==> config.mk <==
export PLATFORM = sky130hd
export DESIGN_NAME = uart_rx
export DESIGN_NICKNAME = d
export VERILOG_FILES = /design/src/rtl/uart_pkg.sv /design/src/rtl/sync_2ff.sv /design/src/rtl/uart_rx.sv
export SDC_FILE = /design/constraint.sdc
export NUM_CORES = 1
export LEC_CHECK = 0
export CAP_MARGIN = 10
export CORE_MARGIN = 3
export CORE_UTILIZATION = 25
export DETAILED_ROUTE_END_ITERATION = 7
export PLACE_DENSITY = 0.47
export SYNTH_ARGS = -nofsm -noshare
export SYNTH_HDL_FRONTEND = slang
export SYNTH_SLANG_ARGS = --single-unit
==> constraint.sdc <==
create_clock -name clk -period 2.3 [get_ports clk]
set_input_delay 0.46 -clock clk [delete_from_list [all_inputs] [get_ports clk]]
set_output_delay 0.46 -clock clk [all_outputs]
set_load 0.01 [all_outputs]
==> src/rtl/uart_pkg.sv <==
// Shared UART types and constants.
// Used by the receiver, transmitter and baud generator.
package uart_pkg;

   localparam int UART_OVERSAMPLE = 16;

   typedef enum logic [2:0] {
      IDLE,
      START,
      DATA,
      PARITY,
      STOP
   } rx_state_t;

endpackage

==> src/rtl/sync_2ff.sv <==
// Two-flop synchronizer for asynchronous inputs.
// The reset value is set per use so idle-high lines do not glitch.
module sync_2ff #(
   parameter int                 WIDTH   = 1,
   parameter logic [WIDTH-1:0]   RST_VAL = '1
) (
   input  logic             clk,
   input  logic             rst_n,
   input  logic [WIDTH-1:0] d,
   output logic [WIDTH-1:0] q
);

   logic [WIDTH-1:0] meta;

   always_ff @(posedge clk or negedge rst_n) begin
      if (!rst_n) begin
         meta <= RST_VAL;
         q    <= RST_VAL;
      end else begin
         meta <= d;
         q    <= meta;
      end
   end

endmodule

==> src/rtl/uart_rx.sv <==
// UART receive deserializer: oversampled start/data/parity/stop recovery.
// Emits one rx_done_tick per frame with dout and error flags held until the next.
module uart_rx
   import uart_pkg::*;
#(
   parameter int DATA_BITS  = 8,
   parameter int OVERSAMPLE = UART_OVERSAMPLE,
   parameter int PARITY_EN  = 0,
   parameter int PARITY_ODD = 0
) (
   input  logic                 clk,
   input  logic                 rst_n,
   input  logic                 rx,
   input  logic                 s_tick,
   output logic [DATA_BITS-1:0] dout,
   output logic                 rx_done_tick,
   output logic                 frame_err,
   output logic                 parity_err
);

   localparam int SW = $clog2(OVERSAMPLE);
   localparam int NW = $clog2(DATA_BITS);

   localparam logic [SW-1:0] S_MID  = SW'(OVERSAMPLE / 2 - 1);
   localparam logic [SW-1:0] S_END  = SW'(OVERSAMPLE - 1);
   localparam logic [NW-1:0] N_LAST = NW'(DATA_BITS - 1);
   localparam logic          ODD    = (PARITY_ODD != 0);
   localparam logic          HAS_P  = (PARITY_EN != 0);

   rx_state_t            state;
   logic                 rx_s;
   logic [SW-1:0]        s_cnt;
   logic [NW-1:0]        n_cnt;
   logic [DATA_BITS-1:0] b_reg;
   logic                 par_bad;
   logic                 armed;

   sync_2ff #(
      .WIDTH   (1),
      .RST_VAL (1'b1)
   ) u_rx_sync (
      .clk   (clk),
      .rst_n (rst_n),
      .d     (rx),
      .q     (rx_s)
   );

   // armed blocks a line held low through reset from looking like a start edge
   always_ff @(posedge clk or negedge rst_n) begin
      if (!rst_n) begin
         state        <= IDLE;
         s_cnt        <= '0;
         n_cnt        <= '0;
         b_reg        <= '0;
         par_bad      <= 1'b0;
         armed        <= 1'b0;
         dout         <= '0;
         rx_done_tick <= 1'b0;
         frame_err    <= 1'b0;
         parity_err   <= 1'b0;
      end else begin
         rx_done_tick <= 1'b0;
         if (rx_s) armed <= 1'b1;
         unique case (state)
            IDLE: begin
               if (armed && !rx_s) begin
                  state <= START;
                  s_cnt <= '0;
               end
            end
            START: begin
               if (s_tick) begin
                  if (s_cnt == S_MID) begin
                     s_cnt <= '0;
                     n_cnt <= '0;
                     state <= rx_s ? IDLE : DATA;
                  end else begin
                     s_cnt <= s_cnt + 1'b1;
                  end
               end
            end
            DATA: begin
               if (s_tick) begin
                  if (s_cnt == S_END) begin
                     s_cnt <= '0;
                     b_reg <= {rx_s, b_reg[DATA_BITS-1:1]};
                     if (n_cnt == N_LAST) begin
                        state <= HAS_P ? PARITY : STOP;
                     end else begin
                        n_cnt <= n_cnt + 1'b1;
                     end
                  end else begin
                     s_cnt <= s_cnt + 1'b1;
                  end
               end
            end
            PARITY: begin
               if (s_tick) begin
                  if (s_cnt == S_END) begin
                     s_cnt   <= '0;
                     par_bad <= ((^b_reg) ^ rx_s) != ODD;
                     state   <= STOP;
                  end else begin
                     s_cnt <= s_cnt + 1'b1;
                  end
               end
            end
            STOP: begin
               if (s_tick) begin
                  if (s_cnt == S_END) begin
                     s_cnt        <= '0;
                     dout         <= b_reg;
                     frame_err    <= ~rx_s;
                     parity_err   <= HAS_P & par_bad;
                     rx_done_tick <= 1'b1;
                     state        <= IDLE;
                  end else begin
                     s_cnt <= s_cnt + 1'b1;
                  end
               end
            end
            default: state <= IDLE;
         endcase
      end
   end

endmodule

== Word-level counts from Yosys, hierarchy flattened ==
Index checks and enable logic that the tools add are counted.
Word-level totals
  register bits after elaboration: 31
Operators by class
  equality and inequality tests: 19
  bitwise logic cells: 1
  reductions and logical operators: 11
  mux-type cells: 27
  add/sub/neg operators: 2
Operators by type and width (count)
  $mux W3: 15
  $ne A2 B2 Y1 const B: 11
  $mux W4: 5
  $pmux W3 S5: 1
  $pmux W4 S3: 1
  $reduce_and A10 Y1: 1
  $eq A3 B2 Y1 const B: 2
  $eq A3 B3 Y1 const B: 2
  $pmux W3 S2: 1
  $reduce_and A3 Y1: 2
  $reduce_and A6 Y1: 1
  $add A4 B1 Y4 const B: 1
  $eq A4 B3 Y1 const B: 1
  $eq A4 B4 Y1 const B: 1
  $reduce_and A4 Y1: 1
  $add A3 B1 Y3 const B: 1
  $eq A3 B1 Y1 const B: 1
  $logic_not A3 Y1: 1
  $mux W1: 3
  $reduce_bool A3 Y1: 1
  $reduce_or A3 Y1: 1
  $mux W2: 1
  $ne A2 B1 Y1 const B: 1
  $reduce_bool A2 Y1: 1
  other kinds (3): 3

== Logic depth before layout (Yosys ltp) ==
  depth in word-level cells: 5
  gate-level depth with buffers: 7

== By module ==
A second synthesis with hierarchy kept.
Second synthesis, totals
  cells, all modules: 115
  area, all modules: 1456.4 um2
By module, submodules not included
  uart_rx: times used 1, cells each 113, area each 1403.8 um2
  sync_2ff: times used 1, cells each 2, area each 52.6 um2

== Worst setup path after synthesis ==
No wires, ideal clock.
  path kind: register to register
  from: register s_cnt[0]
  to: register b_reg[0]
  path slack: 0.713 ns
  arrival: 1.462 ns
  cell stages (with the launch flop): 6
  clock period less this slack: 1.587 ns
  data required time: 2.175 ns
  cell sequence: dfrtp_1 > ha_1 > and3_1 > clkbuf_2 > nand4b_2 > mux2_2
On the way
  cells in the longest elaborated chain, start to end: 2
RTL lines
  from (decl): line uart_rx.sv:32  | logic [SW-1:0] s_cnt;
  from (signal assigned): line uart_rx.sv:78  | s_cnt <= s_cnt + 1'b1;
  from (signal assigned): line uart_rx.sv:93  | s_cnt <= s_cnt + 1'b1;
  from (signal assigned): line uart_rx.sv:104  | s_cnt <= s_cnt + 1'b1;
  $eq A4 B4 Y1: line uart_rx.sv:84  | if (s_cnt == S_END) begin
  $reduce_and A3 Y1 (no line)
  to (signal assigned): line uart_rx.sv:86  | b_reg <= {rx_s, b_reg[DATA_BITS-1:1]};
  to (decl): line uart_rx.sv:34  | logic [DATA_BITS-1:0] b_reg;
No other way between the ends.
A chain may end at the register's enable or synchronous reset.

== Worst setup path in the final report ==
  from: input s_tick
  to: register n_cnt[1]
On the way
  cells in the longest elaborated chain, start to end: 2
  elaborated cells between the ends (all ways): 3
  classes of those cells: eq/ne: 2; reduce/logical: 1
RTL lines
  from (decl): line uart_rx.sv:14  | input logic s_tick,
  $ne A2 B2 Y1 (no line)
  $reduce_and A6 Y1 (no line) (*)
  to (signal assigned): line uart_rx.sv:90  | n_cnt <= n_cnt + 1'b1;
  to (decl): line uart_rx.sv:33  | logic [NW-1:0] n_cnt;
Every way passes the cells marked *; elsewhere a longest branch is shown, timed or not.

==> summary.txt <==
CTS
  – Root buf cell: clkbuf_8
  – CTS resizes: 0
  – Setup Fix Bufs, Post-CTS: 0
  – CTS H-tree depth: 2
  – Total CTS buffers: 5
  – Clock sinks: 31
  – Maximum clock insertion buffer count: 2
  – CTS tree: built
  – Clock Latency Late Sink: 0.27 ns
  – CTS Hold Bufs: 0
  – Register clock-pin slew on the reported worst setup and hold paths: 0.06 ns

Timing
  – Unrepaired setup endpoints after global routing: no
  – Minimum clock period: 1.83 ns
  – Fin Setup TNS: 0 ns
  – Fmax: 547 MHz
  – Clk_skew: 0.00467 ns
  – Setup ws final: 0.470 ns
  – Max Slew Vio Count: 0
  – Hold Vio Cnt, Final: 0
  – Period utilization: 79.6%
  – Setup Viol. Count Final: 0

Critical path
  – Setup crit end kind: register
  – Worst Path Required: 2.51 ns
  – Crit-path max FO: 9
  – Top cell family by delay on the critical path: simple AND/OR/NAND/NOR gates
  – Worst flop-to-flop path startpoint: s_cnt[0]
  – Slowest stage delay, CP: 0.56 ns
  – CP cell instances: clkdlybuf4s50_1 -> inv_1 -> nor2_1 -> nand4b_2 -> nor2_1 -> a22o_1
  – CP Launch Point: s_tick
  – WS Path Type: input pin to register
  – Most frequent CP cell: nor2_1
  – Worst setup SP type: input pin
  – Slowest-stage cell, CP: clkdlybuf4s50_1
  – Worst EP arrival: 2.04 ns
  – Buf/Inv on CP: 2

Cells and area
  – Fillers: 516
  – Nets: 156
  – Most common cell after layout, fill and taps aside: nand2_1
  – Area Growth Syn to Fin: 22.0%
  – Layout cells sized above 1: 15.4%
  – Commonest cells after routing, fill and taps aside: 33 x nand2_1, 29 x dfrtp_1, 13 x clkdlybuf4s50_1
  – ANT cells: 0
  – Fin area: 0.00169 mm2

Placement
  – # port buffers: 13
  – Placed Area: 0.00159 mm2
  – Pre-CTS setup slack: 0.190 ns
  – Half-perimeter wire length after detailed placement: 1.78 mm
  – Final GP Congestion: 0.769

Power
  – P per Cell Area: 851 mW/mm2
  – VDD IR-drop max: 0.000419 V
  – Overall Power: 1.44 mW
  – LEAKAGE: 0.789 nW

Synthesis
  – Ys flop type: dfrtp_1
  – Number of synthesis warnings: 0
  – Syn_nets: 139
  – #FFs+latches synth: 31
  – Yosys cell types: 36
  – Top cells by area, synth: dfrtp_1 52%, nand2_1 8.9%, mux2_2 7.3%, dfstp_2 3.8%, o21ai_0 3.2%
  – Simple-gate share of the synthesized area: 18.5%
  – Post-synth EDFFs: 0
  – Synth Area in Adders: 2.71%
  – Post-synth top area share: 52.3%
  – Asr flop ratio synth: 100%
  – Post-synthesis sequential area ratio: 56.1%
  – Post-synthesis xor/xnor area fraction: 0.632%
  – Mapped Cells: 132
  – Mapped cell area: 0.00139 mm2
  – Syn_area_per_cell: 10.5 um2
  – Area leader, netlist: dfrtp_1
  – Mux cell area share after synthesis: 7.31%
  – Post-synthesis compound-gate area fraction: 10.9%
  – Largest family of logic cells by synthesized area: simple AND/OR/NAND/NOR gates

Drt
  – Final ANT Viol Nets: 0
  – Initial DRC Count: 38
  – DRC viols: 0
  – Vias: 943
  – Number of vias per cell: 4.31
  – Routed WL: 2.51 mm
  – Avg WL per Cell: 11.5 um
  – First-pass DRT Iterations: 4

Global routing
  – Vias in the first global route: 917
  – Global-route wire length before repair: 4.36 mm
  – Largest net degree at the start of global routing: 32
  – Initial antenna violation count: 0
  – Total grt overflow: 0
  – All-Layer GR Usage: 9.09%

Floorplan
  – # rows: 26
  – Vert. Die Dim: 80.5 um
  – I/O pin cnt: 15
  – Core Area: 0.00524 mm2
  – Die width: 80.5 um
  – Die Area: 0.00647 mm2
  – Initial Util: 26.5%

Run
  – Number of max-cap violations: 0

Worst hold path
  – Worst Hold Class: register to register
  – Worst Hold Launch: u_rx_sync.meta

Status
  – Outcome: completed
final timing paths:
| check | end | slack, ns | cells after the start |
|---|---|---|---|
| max | n_cnt[1] | 0.47 | 6 |
| min | u_rx_sync.q | 0.36 | 0 |
| max reg2reg | n_cnt[1] | 0.54 | 5 |
| min reg2reg | u_rx_sync.q | 0.36 | 0 |
| max in group asynchronous | u_rx_sync.meta | 1.42 | 2 |
| min in group asynchronous | dout[5] | 0.57 | 2 |
routing by layer:
layer | up-vias | track usage (%) | routed length [um]
met1 | 444 | 11.1 | 1160
met4 | 0 | 4.56 | 27
met2 | 14 | 13.4 | 1230
met3 | 2 | 4.15 | 94
met5 | - | 0 | 0
li1 | 483 | - | -
final cells by class:
cell class | count | area (um2) | share of cell area (%)
clock buffers | 6 | 72.6 | 4.29
clock inverters | 1 | 30.0 | 1.78
inverters | 5 | 18.8 | 1.11
multi-input cells | 91 | 559 | 33.1
flip-flops and latches | 31 | 778 | 46.0
well taps | 70 | 87.6 | 5.18
repair buffers | 15 | 145 | 8.58
where the power goes:
part           internal (mW)  switching (mW)  leakage (nW)
Sequential             0.593          0.0770         0.412
Clock                  0.317           0.187        0.0513
Combinational          0.119           0.146         0.325
kinds of logic after synthesis:
| group | after synthesis |
|---|---|
| simple gates | 52 |
| flops | 31 |
| compound gates | 25 |
| buf+inv | 10 |
| mux | 9 |
| fa+ha+maj | 3 |
| other cells | 1 |
| xor+xnor | 1 |
synthesized netlist by cell type, types with 2 or more instances:
cell type / count
a21oi_1: 6
a22o_1: 2
buf_2: 2
buf_4: 2
dfrtp_1: 29
dfstp_2: 2
ha_1: 3
inv_1: 4
mux2_2: 9
nand2_1: 33
nand3_1: 2
nor2_1: 4
o21ai_0: 9
o22ai_1: 3
through the flow:
step	util [%]	cells	hold slack [ns]
6_report	32.3	219	0.358
5_1_grt	32.3	219	0.368
4_1_cts	32.3	219	0.359
3_5_place_dp	30.3	212	0.350
3_3_place_gp	30.3	212	0.348
2_1_floorplan	-	132	0.164
(Power assumes the default switching activity.)
